--- src/rtl/pe_row_mac.sv ---
// rtl/pe_row_mac.sv - row of shift-chain PEs with gated taps, serial weights and pipelined saturating MAC
module pe_row_mac #(
    parameter int DATA_W = 8,
    parameter int NUM_PE = 3,
    parameter int ACC_W  = 20,
    parameter int LEN_W  = 8
) (
    input  logic                     clk,
    input  logic                     rst,
    input  logic                     w_load,
    input  logic signed [DATA_W-1:0] w_data,
    input  logic                     start,
    input  logic [LEN_W-1:0]         acc_len,
    input  logic                     valid,
    input  logic signed [DATA_W-1:0] data_i,
    input  logic [NUM_PE-1:0]        enable,
    output logic signed [DATA_W-1:0] data_o,
    output logic [NUM_PE*DATA_W-1:0] tap_o,
    output logic signed [ACC_W-1:0]  sum_o,
    output logic                     sum_valid,
    output logic                     sat,
    output logic                     busy
);

    localparam int PROD_W = 2*DATA_W + $clog2(NUM_PE);
    localparam int EXT_W  = ((ACC_W > PROD_W) ? ACC_W : PROD_W) + 1;
    localparam logic signed [EXT_W-1:0] SAT_MAX = {{(EXT_W-ACC_W+1){1'b0}}, {(ACC_W-1){1'b1}}};
    localparam logic signed [EXT_W-1:0] SAT_MIN = ~SAT_MAX;
    localparam logic signed [ACC_W-1:0] ACC_MAX = {1'b0, {(ACC_W-1){1'b1}}};
    localparam logic signed [ACC_W-1:0] ACC_MIN = ~ACC_MAX;

    typedef enum logic [1:0] {IDLE, RUN, FLUSH} state_t;
    state_t state, state_nxt;

    logic signed [DATA_W-1:0] stage   [NUM_PE];
    logic signed [DATA_W-1:0] w       [NUM_PE];
    logic signed [DATA_W-1:0] lane_in [NUM_PE];
    logic signed [DATA_W-1:0] tap     [NUM_PE];
    logic [LEN_W-1:0]         len_r, count;
    logic signed [PROD_W-1:0] prod_sum, psum;
    logic                     pv, plast;
    logic signed [ACC_W-1:0]  acc, acc_next;
    logic signed [EXT_W-1:0]  acc_sum;
    logic                     sat_r, clip;
    logic                     accept_start, run_beat, last_beat;

    genvar gk;
    for (gk = 0; gk < NUM_PE; gk++) begin : g_lane
        if (gk == 0) begin : g_head
            assign lane_in[gk] = data_i;
        end else begin : g_body
            assign lane_in[gk] = stage[gk-1];
        end
        assign tap[gk] = enable[gk] ? lane_in[gk] : '0;
        assign tap_o[gk*DATA_W +: DATA_W] = tap[gk];
    end

    assign data_o = stage[NUM_PE-1];

    always_ff @(posedge clk or posedge rst) begin
        if (rst) begin
            for (int k = 0; k < NUM_PE; k++) stage[k] <= '0;
        end else if (valid) begin
            stage[0] <= data_i;
            for (int k = 1; k < NUM_PE; k++) stage[k] <= stage[k-1];
        end
    end

    // Weights are frozen for the duration of a job so a running sum stays consistent.
    always_ff @(posedge clk or posedge rst) begin
        if (rst) begin
            for (int k = 0; k < NUM_PE; k++) w[k] <= '0;
        end else if (w_load && !busy) begin
            w[0] <= w_data;
            for (int k = 1; k < NUM_PE; k++) w[k] <= w[k-1];
        end
    end

    always_comb begin
        prod_sum = '0;
        for (int k = 0; k < NUM_PE; k++)
            prod_sum = prod_sum + PROD_W'(tap[k]) * PROD_W'(w[k]);
    end

    always_ff @(posedge clk or posedge rst) begin
        if (rst) state <= IDLE;
        else     state <= state_nxt;
    end

    always_comb begin
        state_nxt = state;
        case (state)
            IDLE:    if (start) state_nxt = RUN;
            RUN:     if (last_beat) state_nxt = FLUSH;
            FLUSH:   state_nxt = IDLE;
            default: state_nxt = IDLE;
        endcase
    end

    always_comb begin
        busy         = (state != IDLE);
        accept_start = (state == IDLE) && start;
        run_beat     = (state == RUN) && valid;
        last_beat    = run_beat && (count == len_r - LEN_W'(1));
    end

    always_ff @(posedge clk or posedge rst) begin
        if (rst) begin
            len_r <= '0;
            count <= '0;
        end else if (accept_start) begin
            len_r <= (acc_len == '0) ? LEN_W'(1) : acc_len;
            count <= '0;
        end else if (run_beat) begin
            count <= count + LEN_W'(1);
        end
    end

    always_ff @(posedge clk or posedge rst) begin
        if (rst) begin
            psum  <= '0;
            pv    <= 1'b0;
            plast <= 1'b0;
        end else begin
            psum  <= run_beat ? prod_sum : psum;
            pv    <= run_beat;
            plast <= last_beat;
        end
    end

    always_comb begin
        acc_sum  = EXT_W'(acc) + EXT_W'(psum);
        clip     = 1'b0;
        acc_next = ACC_W'(acc_sum);
        if (acc_sum > SAT_MAX) begin
            acc_next = ACC_MAX;
            clip     = 1'b1;
        end else if (acc_sum < SAT_MIN) begin
            acc_next = ACC_MIN;
            clip     = 1'b1;
        end
    end

    always_ff @(posedge clk or posedge rst) begin
        if (rst) begin
            acc       <= '0;
            sat_r     <= 1'b0;
            sum_o     <= '0;
            sat       <= 1'b0;
            sum_valid <= 1'b0;
        end else begin
            sum_valid <= 1'b0;
            if (accept_start) begin
                acc   <= '0;
                sat_r <= 1'b0;
            end else if (pv) begin
                acc   <= acc_next;
                sat_r <= sat_r | clip;
                if (plast) begin
                    sum_o     <= acc_next;
                    sat       <= sat_r | clip;
                    sum_valid <= 1'b1;
                end
            end
        end
    end

endmodule

--- config.mk ---
export PLATFORM = sky130hd
export DESIGN_NAME = pe_row_mac
export DESIGN_NICKNAME = d
export VERILOG_FILES = /design/src/rtl/pe_row_mac.sv
export SDC_FILE = /design/constraint.sdc
export NUM_CORES = 1
export LEC_CHECK = 0
export CAP_MARGIN = 30
export CELL_PAD_IN_SITES_DETAIL_PLACEMENT = 0
export CELL_PAD_IN_SITES_GLOBAL_PLACEMENT = 2
export CORE_UTILIZATION = 36
export DETAILED_ROUTE_END_ITERATION = 7
export GPL_TIMING_DRIVEN = 0
export PLACE_DENSITY_LB_ADDON = 0.1
export SLEW_MARGIN = 20
export SYNTH_ARGS = -nofsm -noshare
export SYNTH_HDL_FRONTEND = slang
export SYNTH_SLANG_ARGS = --single-unit
--- constraint.sdc ---
create_clock -name clk -period 6.2 [get_ports clk]
set_input_delay 0.62 -clock clk [delete_from_list [all_inputs] [get_ports clk]]
set_output_delay 0.62 -clock clk [all_outputs]
set_load 0.05 [all_outputs]
==> impl_summary.log, run 1 <==
INFO  metric run_status = completed
INFO  metric netlist_top_cells_area = fa_1 32%, dfrtp_1 22%, ha_1 8.2%, inv_1 7.2%, and3_1 4.4%
INFO  metric die_area = 41200 sq um
INFO  metric path_cells = buf_6 -> buf_8 -> clkbuf_16 -> and3_4 -> fa_2 -> fa_1 -> inv_2 -> fa_1 -> fa_1 -> inv_2 -> fa_1 -> fa_1 -> inv_2 -> fa_1 -> inv_2 -> ha_4 -> or3_4 -> o31ai_4 -> o211ai_1 -> a31oi_1 -> xnor2_1 -> o21ai_1
INFO  metric timing.final.ws_setup = 0.0309 ns
INFO  metric stdcell_area = 17700 sq um
INFO  metric firstDrtPassIters = 5
INFO  metric clkLatencyLatePin = 0.44 ns
INFO  metric chipHeight = 203 um
INFO  metric worst_setup_path_start_kind = primary input
INFO  metric critical_path_peak_fanout = 8
INFO  metric cap_viol_max_count = 0
INFO  metric number_of_antenna_violations_at_the_first_check_in_global_routing = 1
INFO  metric required = 6.51 ns
INFO  metric start_util = 36.6%
INFO  metric worst_path_most_repeated_cell = fa_1
INFO  metric critical_path.slowest_cell = fa_2
INFO  metric crit_arrival = 6.48 ns
INFO  metric areaGrowthSynthToFinish = 21.4%
INFO  metric synth_cells = 1503
INFO  metric grtUsageTotal = 21.8%
INFO  metric gp_congestion = 0.845
INFO  metric timing.final.max_slew_violations = 0
INFO  metric timing.setup.critical_path_class = primary input to register
INFO  metric met3RoutedLength = 1.13 mm
INFO  metric cts-htree-levels = 4
INFO  metric grt_first_pass_wirelength = 66.9 mm
INFO  metric ff2ff_setup_slack = 0.07 ns
INFO  metric main_combinational_cell_family_by_area_after_synthesis = adder cells
INFO  metric reg2reg_to = psum[17]$_DFFE_PP0P_
INFO  metric post-route-drc-count = 0
INFO  metric rsz0062_at_grt = yes
INFO  metric cts_made_buffers = 17
INFO  metric cell_area_synth = 14600 sq um
INFO  metric achievable-frequency = 162 MHz
INFO  metric wl_met1 = 18.4 mm
INFO  metric ys_dominant_reg_cell = dfrtp_1
INFO  metric cts_tree = yes
INFO  metric cts_buffer_depth = 2
INFO  metric routed.top_layer = met4
INFO  metric hold_viol_final = 0
INFO  metric critical_path.startpoint = enable[0]
INFO  metric number_of_standard_cells_in_the_final_layout_excluding_fillers = 2189
INFO  metric place_inst = 2114
INFO  metric finalWorstPathRequiredPeriod = 6.17 ns
INFO  metric via_per_inst = 4.82
INFO  metric setup.worst_path.end = psum[17]$_DFFE_PP0P_
INFO  metric vias = 10500
INFO  metric clkSlewWorstSetupHoldPaths = 0.06 ns
INFO  metric met2_wirelength = 21.7 mm
INFO  metric grt_start_max_net_pins = 82
INFO  metric yosysUniqueCellTypes = 59
INFO  metric synth.avg_cell_area = 9.69 sq um
INFO  metric slew_headroom = 42.7%
INFO  metric top_level_ports = 87
INFO  metric synth_top_area_cell = fa_1
INFO  metric drt-initial-drc-count = 389
INFO  metric number_of_global_route_vias_before_repair = 11600
INFO  metric synth-simple-area-share = 13.7%
INFO  metric holdCritPathClass = register to register
INFO  metric worstHoldStart = state[1]$_DFFE_PP0P_
INFO  metric routed_wire_length_per_instance = 19.2 um
INFO  metric timing.reg2reg.worst_path_depth = 19
INFO  metric synth_mux_area_share = 3.63%
INFO  metric fin_util = 44.4%
INFO  metric timing_worst_slew_pin_value = 0.859 ns
INFO  metric worst-path-buf-inv = 7
INFO  metric layout.cells.most_common_list = 262 x inv_1, 226 x fa_1, 136 x nand2_1
INFO  metric postRouteAntennaNets = 0
INFO  metric path_depth = 22
INFO  metric clock_tree.root_cell = clkbuf_16
INFO  metric die_w = 203 um
INFO  metric clock-sinks = 129
INFO  metric total_number_of_placement_rows = 73
INFO  metric yosys.area_share.adder = 40.5%
INFO  metric max_stage_delay = 0.62 ns
INFO  metric pre_cts_slack = -1.26 ns
INFO  metric synth_seq_area_share = 22.2%
INFO  metric placedInstanceArea = 16400 sq um
INFO  metric drive_above_1_share = 18.1%
INFO  metric number_of_enable_flip_flop_cells_after_synthesis = 0
INFO  metric worst_clock_skew = 0.0152 ns
INFO  metric synth_compound_area_share = 7.41%
INFO  metric ys_async_sr_fraction = 100%
INFO  metric routed_wirelength = 42.0 mm
INFO  metric synth_top_area_share = 32.3%
INFO  metric synth_xor_area_share = 3.43%
INFO  metric grt_remaining_overflow = 0
INFO  metric setup_viol = 0
INFO  metric antenna-diode-count = 0
INFO  metric layout.nets = 2013
INFO  metric r2r_start = w[17]$_DFFE_PP0P_
INFO  metric numPortBuffers = 85
INFO  metric layout.cells.most_common = inv_1
INFO  metric yosysWarnings = 0
INFO  metric cts.hold.buffers_added = 0
INFO  metric finalCritPeriodShare = 99.5%
INFO  metric synth.ff_latch_count = 129
INFO  metric synth_fp_nets = 1865
INFO  metric family_with_the_most_delay_on_the_worst_path = adder cells
INFO  metric worst_setup_path_end_kind = register
INFO  metric hpwlAfterDp = 33.7 mm
INFO  metric coreArea = 39800 sq um
## metal layers
metal	global-route usage (%)	vias up
met3	3.08	37
li1	-	5036
met4	6.44	0
met2	38.6	151
met1	27.4	5320
met5	0	-
## cells by family (layout without fill, tap and decap cells)
kind of cell	count (synthesis)	after routing
and+or+nand+nor	406	406
buffers and inverters	353	514
adders and majority gates	330	330
AOI/OAI and AO/OA	181	181
DFF	129	129
xor gates and xnor gates	57	57
muxes	47	47
## worst min path at each step
stage	endpoint	cells after the start
after CTS	state[0]$_DFFE_PP0P_	1
after global routing	lane_in[15]$_DFFE_PP0P_	2
after global placement	state[0]$_DFFE_PP0P_	1
final	state[0]$_DFFE_PP0P_	1
after detailed placement	state[0]$_DFFE_PP0P_	1
after floorplan	state[0]$_DFFE_PP0P_	1
## sequential cells by signal (all words and copies together), names as in the netlist
name       cells
acc           20
count          8
data_o         8
lane_in       16
len_r          8
plast          1
psum          18
pv             1
sat            1
sat_r          1
state          2
sum_o         20
sum_valid      1
w             24
## metrics by stage
stage | TNS, ns | hold slack [ns]
after global placement | -46.95 | 0.456
after global routing | -0.308 | 0.479
final | 0 | 0.458
after CTS | -0.0487 | 0.463
after floorplan | 0 | 0.425
after detailed placement | -9.97 | 0.452
## final cells by class
cell class | instances | area [sq um]
clock buffers | 20 | 457
well taps | 525 | 657
fillers | 3987 | 22200
inverters | 282 | 1070
flip-flops and latches | 129 | 3260
plain buffers | 57 | 477
clock inverters | 12 | 148
repair buffers | 143 | 1310
multi-input cells | 1021 | 10300
## Yosys cell counts, drive strengths merged, types with 3 or more instances
cell type  instances
o31ai              3
o211ai             5
ha                95
a31oi              9
inv              279
a21oi             77
o21bai             3
and2              29
clkinv             3
or2                5
xor2              17
a21o               8
nor3              11
o21ai             53
a211oi             4
clkbuf            60
nand2            147
o21a               4
xnor2             40
mux2              46
nand3             13
nor2              72
and3             102
buf               11
fa               235
and4               3
dfrtp            129
nor2b              5
nand2b             7
## what timing repair did
action                                  CTS  global route
gates cloned                              2             1
resized for setup                       116            75
endpoints found under the setup margin   10             6
setup buffers                            20            34
pin swaps                                40            40
Power of run 1 is left out: the tool's default activity adds up to more than one toggle a clock period on the data nets, which glitch-free logic cannot reach.
==> run 2: changes to the inputs <==
Settings changed: CORE_UTILIZATION 36 to 39, DONT_BUFFER_PORTS set to 1.
==> run 2 against run 1 <==
Fmax grew 0.73%; via count shrank 4.2%; clock-buffer cell count shrank 2; flip-flop and latch count is the same; cell count shrank 7.2%; cell area shrank 5.6%; sequential share of layout area grew 1.1 points; non-clock buffer count shrank 100; first-iteration DRC count grew 6.4%; global-route usage grew 0.85 points; clock skew shrank 0.0037 ns; hold slack lost 0.18 ns.
==> impl_summary.log, run 2 (same netlist as run 1, synthesis figures left out) <==
INFO  metric grtUsageTotal = 22.6%
INFO  metric post-route-drc-count = 0
INFO  metric rsz0062_at_grt = yes
INFO  metric achievable-frequency = 163 MHz
INFO  metric pre_cts_slack = -0.559 ns
INFO  metric finalWorstPathRequiredPeriod = 6.12 ns
INFO  metric cap_viol_max_count = 0
INFO  metric max_flop_register = w
INFO  metric total_number_of_placement_rows = 70
INFO  metric cts-htree-levels = 4
INFO  metric worst_setup_path_start_kind = register
INFO  metric number_of_antenna_violations_at_the_first_check_in_global_routing = 0
INFO  metric critical_path_peak_fanout = 5
INFO  metric via_per_inst = 4.97
INFO  metric clock_tree.root_cell = clkbuf_16
INFO  metric critical_path.slowest_cell = fa_1
INFO  metric routed_wire_length_per_instance = 19.9 um
INFO  metric worst-path-buf-inv = 3
INFO  metric setup_viol = 0
INFO  metric cts_tree = yes
INFO  metric timing_worst_slew_pin_value = 0.824 ns
INFO  metric grt_start_max_net_pins = 98
INFO  metric drt-initial-drc-count = 414
INFO  metric total_area_of_multi_input_combinational_cells = 10300 sq um
INFO  metric cts_buffer_depth = 2
INFO  metric layout.nets = 1913
INFO  metric met2_wirelength = 20.6 mm
INFO  metric start_util = 39.7%
INFO  metric worst_setup_path_end_kind = register
INFO  metric vias = 10100
INFO  metric slew_headroom = 45.0%
INFO  metric gp_congestion = 0.847
INFO  metric grt_first_pass_wirelength = 64.3 mm
INFO  metric postRouteAntennaNets = 0
INFO  metric areaGrowthSynthToFinish = 14.6%
INFO  metric antenna-diode-count = 0
INFO  metric met3RoutedLength = 1.40 mm
INFO  metric number_of_global_route_vias_before_repair = 11000
INFO  metric clkLatencyLatePin = 0.45 ns
INFO  metric timing.final.max_slew_violations = 0
INFO  metric die_w = 195 um
INFO  metric crit_arrival = 6.44 ns
INFO  metric cts_made_buffers = 17
INFO  metric worst_clock_skew = 0.0115 ns
INFO  metric timing.final.ws_setup = 0.0759 ns
INFO  metric max_stage_delay = 0.58 ns
INFO  metric coreArea = 36700 sq um
INFO  metric firstDrtPassIters = 4
INFO  metric path_cells = and2_4 -> nand2_4 -> fa_1 -> inv_1 -> fa_1 -> fa_1 -> fa_1 -> fa_1 -> fa_1 -> inv_1 -> fa_1 -> inv_2 -> ha_4 -> or3_4 -> o31ai_4 -> o211ai_1 -> a21oi_1 -> xor2_1 -> o21ai_1
INFO  metric die_area = 38100 sq um
INFO  metric hpwlAfterDp = 32.8 mm
INFO  metric routed_wirelength = 40.5 mm
INFO  metric clock-sinks = 129
INFO  metric drive_above_1_share = 16.6%
INFO  metric top_level_ports = 87
INFO  metric timing.setup.critical_path_class = register to register
INFO  metric largest_registers = w (24), acc (20), sum_o (20)
INFO  metric family_with_the_most_delay_on_the_worst_path = adder cells
INFO  metric clkSlewWorstSetupHoldPaths = 0.06 ns
INFO  metric worst_path_most_repeated_cell = fa_1
INFO  metric wl_met1 = 17.7 mm
INFO  metric regArea = 3260 sq um
INFO  metric hold_viol_final = 0
INFO  metric holdCritPathClass = primary input to register
INFO  metric layout.cells.most_common_list = 273 x inv_1, 226 x fa_1, 135 x nand2_1
INFO  metric chipHeight = 195 um
INFO  metric numPortBuffers = 0
INFO  metric largest_reg_flops = 24
INFO  metric routed.top_layer = met4
INFO  metric required = 6.51 ns
INFO  metric grt_remaining_overflow = 0
INFO  metric layout.cells.most_common = inv_1
INFO  metric run_status = completed
INFO  metric finalCritPeriodShare = 98.8%
INFO  metric fillerInstances = 3633
==> run 2: cell types whose count changed in the layout (fill, tap and decap cells not counted), sizes merged <==
cell,previous run,this run
clkdlybuf4s50,74,0
buf,81,50
inv,286,282
clkbuf,64,67
clkinvlp,2,5
bufinv,2,3
clkdlybuf4s18,1,0
clkinv,4,5
dlygate4sd3,0,1
==> run 2: repair_timing <==
| item | in CTS | in global routing |
|---|---|---|
| cloned | 0 | 0 |
| endpoints found under the setup margin | 8 | 6 |
| setup buffers | 25 | 12 |
| pin swaps | 26 | 38 |
| resized for setup | 62 | 54 |
| hold endpoints to repair | 32 | 0 |
| hold buffers | 1 | 0 |
==> run 2: area by class of cell <==
cell class / instances / area share, %
sequential: 129 / 19.6
multi-input combinational: 1021 / 61.9
tap: 468 / 3.51
timing repair buffer: 39 / 1.96
inverter: 282 / 6.44
clock buffer: 18 / 2.63
buffer: 61 / 3.02
clock inverter: 13 / 0.968
==> run 2: worst paths after layout <==
| path | start | to | slack [ns] | depth (start not counted) |
|---|---|---|---|---|
| max in group asynchronous | rst | w[17]$_DFFE_PP0P_ | 4.71 | 3 |
| max | lane_in[12]$_DFFE_PP0P_ | psum[15]$_DFFE_PP0P_ | 0.08 | 19 |
| min | acc_len[3] | len_r[3]$_DFFE_PP0P_ | 0.28 | 2 |
| min reg2reg | state[1]$_DFFE_PP0P_ | state[0]$_DFFE_PP0P_ | 0.47 | 1 |
| max reg2reg | lane_in[12]$_DFFE_PP0P_ | psum[15]$_DFFE_PP0P_ | 0.08 | 19 |
| min in group asynchronous | rst | len_r[7]$_DFFE_PP0P_ | 0.65 | 2 |
==> run 2: metrics by stage <==
stage / utilization, % / setup TNS, ns / instances / hold WS (ns) / cell area [sq um]
global route: 45.5 / -0.381 / 2031 / 0.256 / 16700
global placement: 42.0 / -2.70 / 1971 / 0.452 / 15400
CTS: 44.7 / 0 / 2022 / 0.252 / 16400
floorplan: - / 0 / 1503 / 0.425 / 14800
finish: 45.5 / 0 / 2031 / 0.277 / 16700
detailed placement: 42.1 / -2.93 / 1972 / 0.448 / 15400
==> run 2: per-layer routing <==
metal / GRT usage, % / vias up
met1: 28.1 / 5100
met3: 4.39 / 31
met2: 39.8 / 144
met4: 6.33 / 0
li1: - / 4823
met5: 0 / -
Power of run 2 is left out for the same reason.
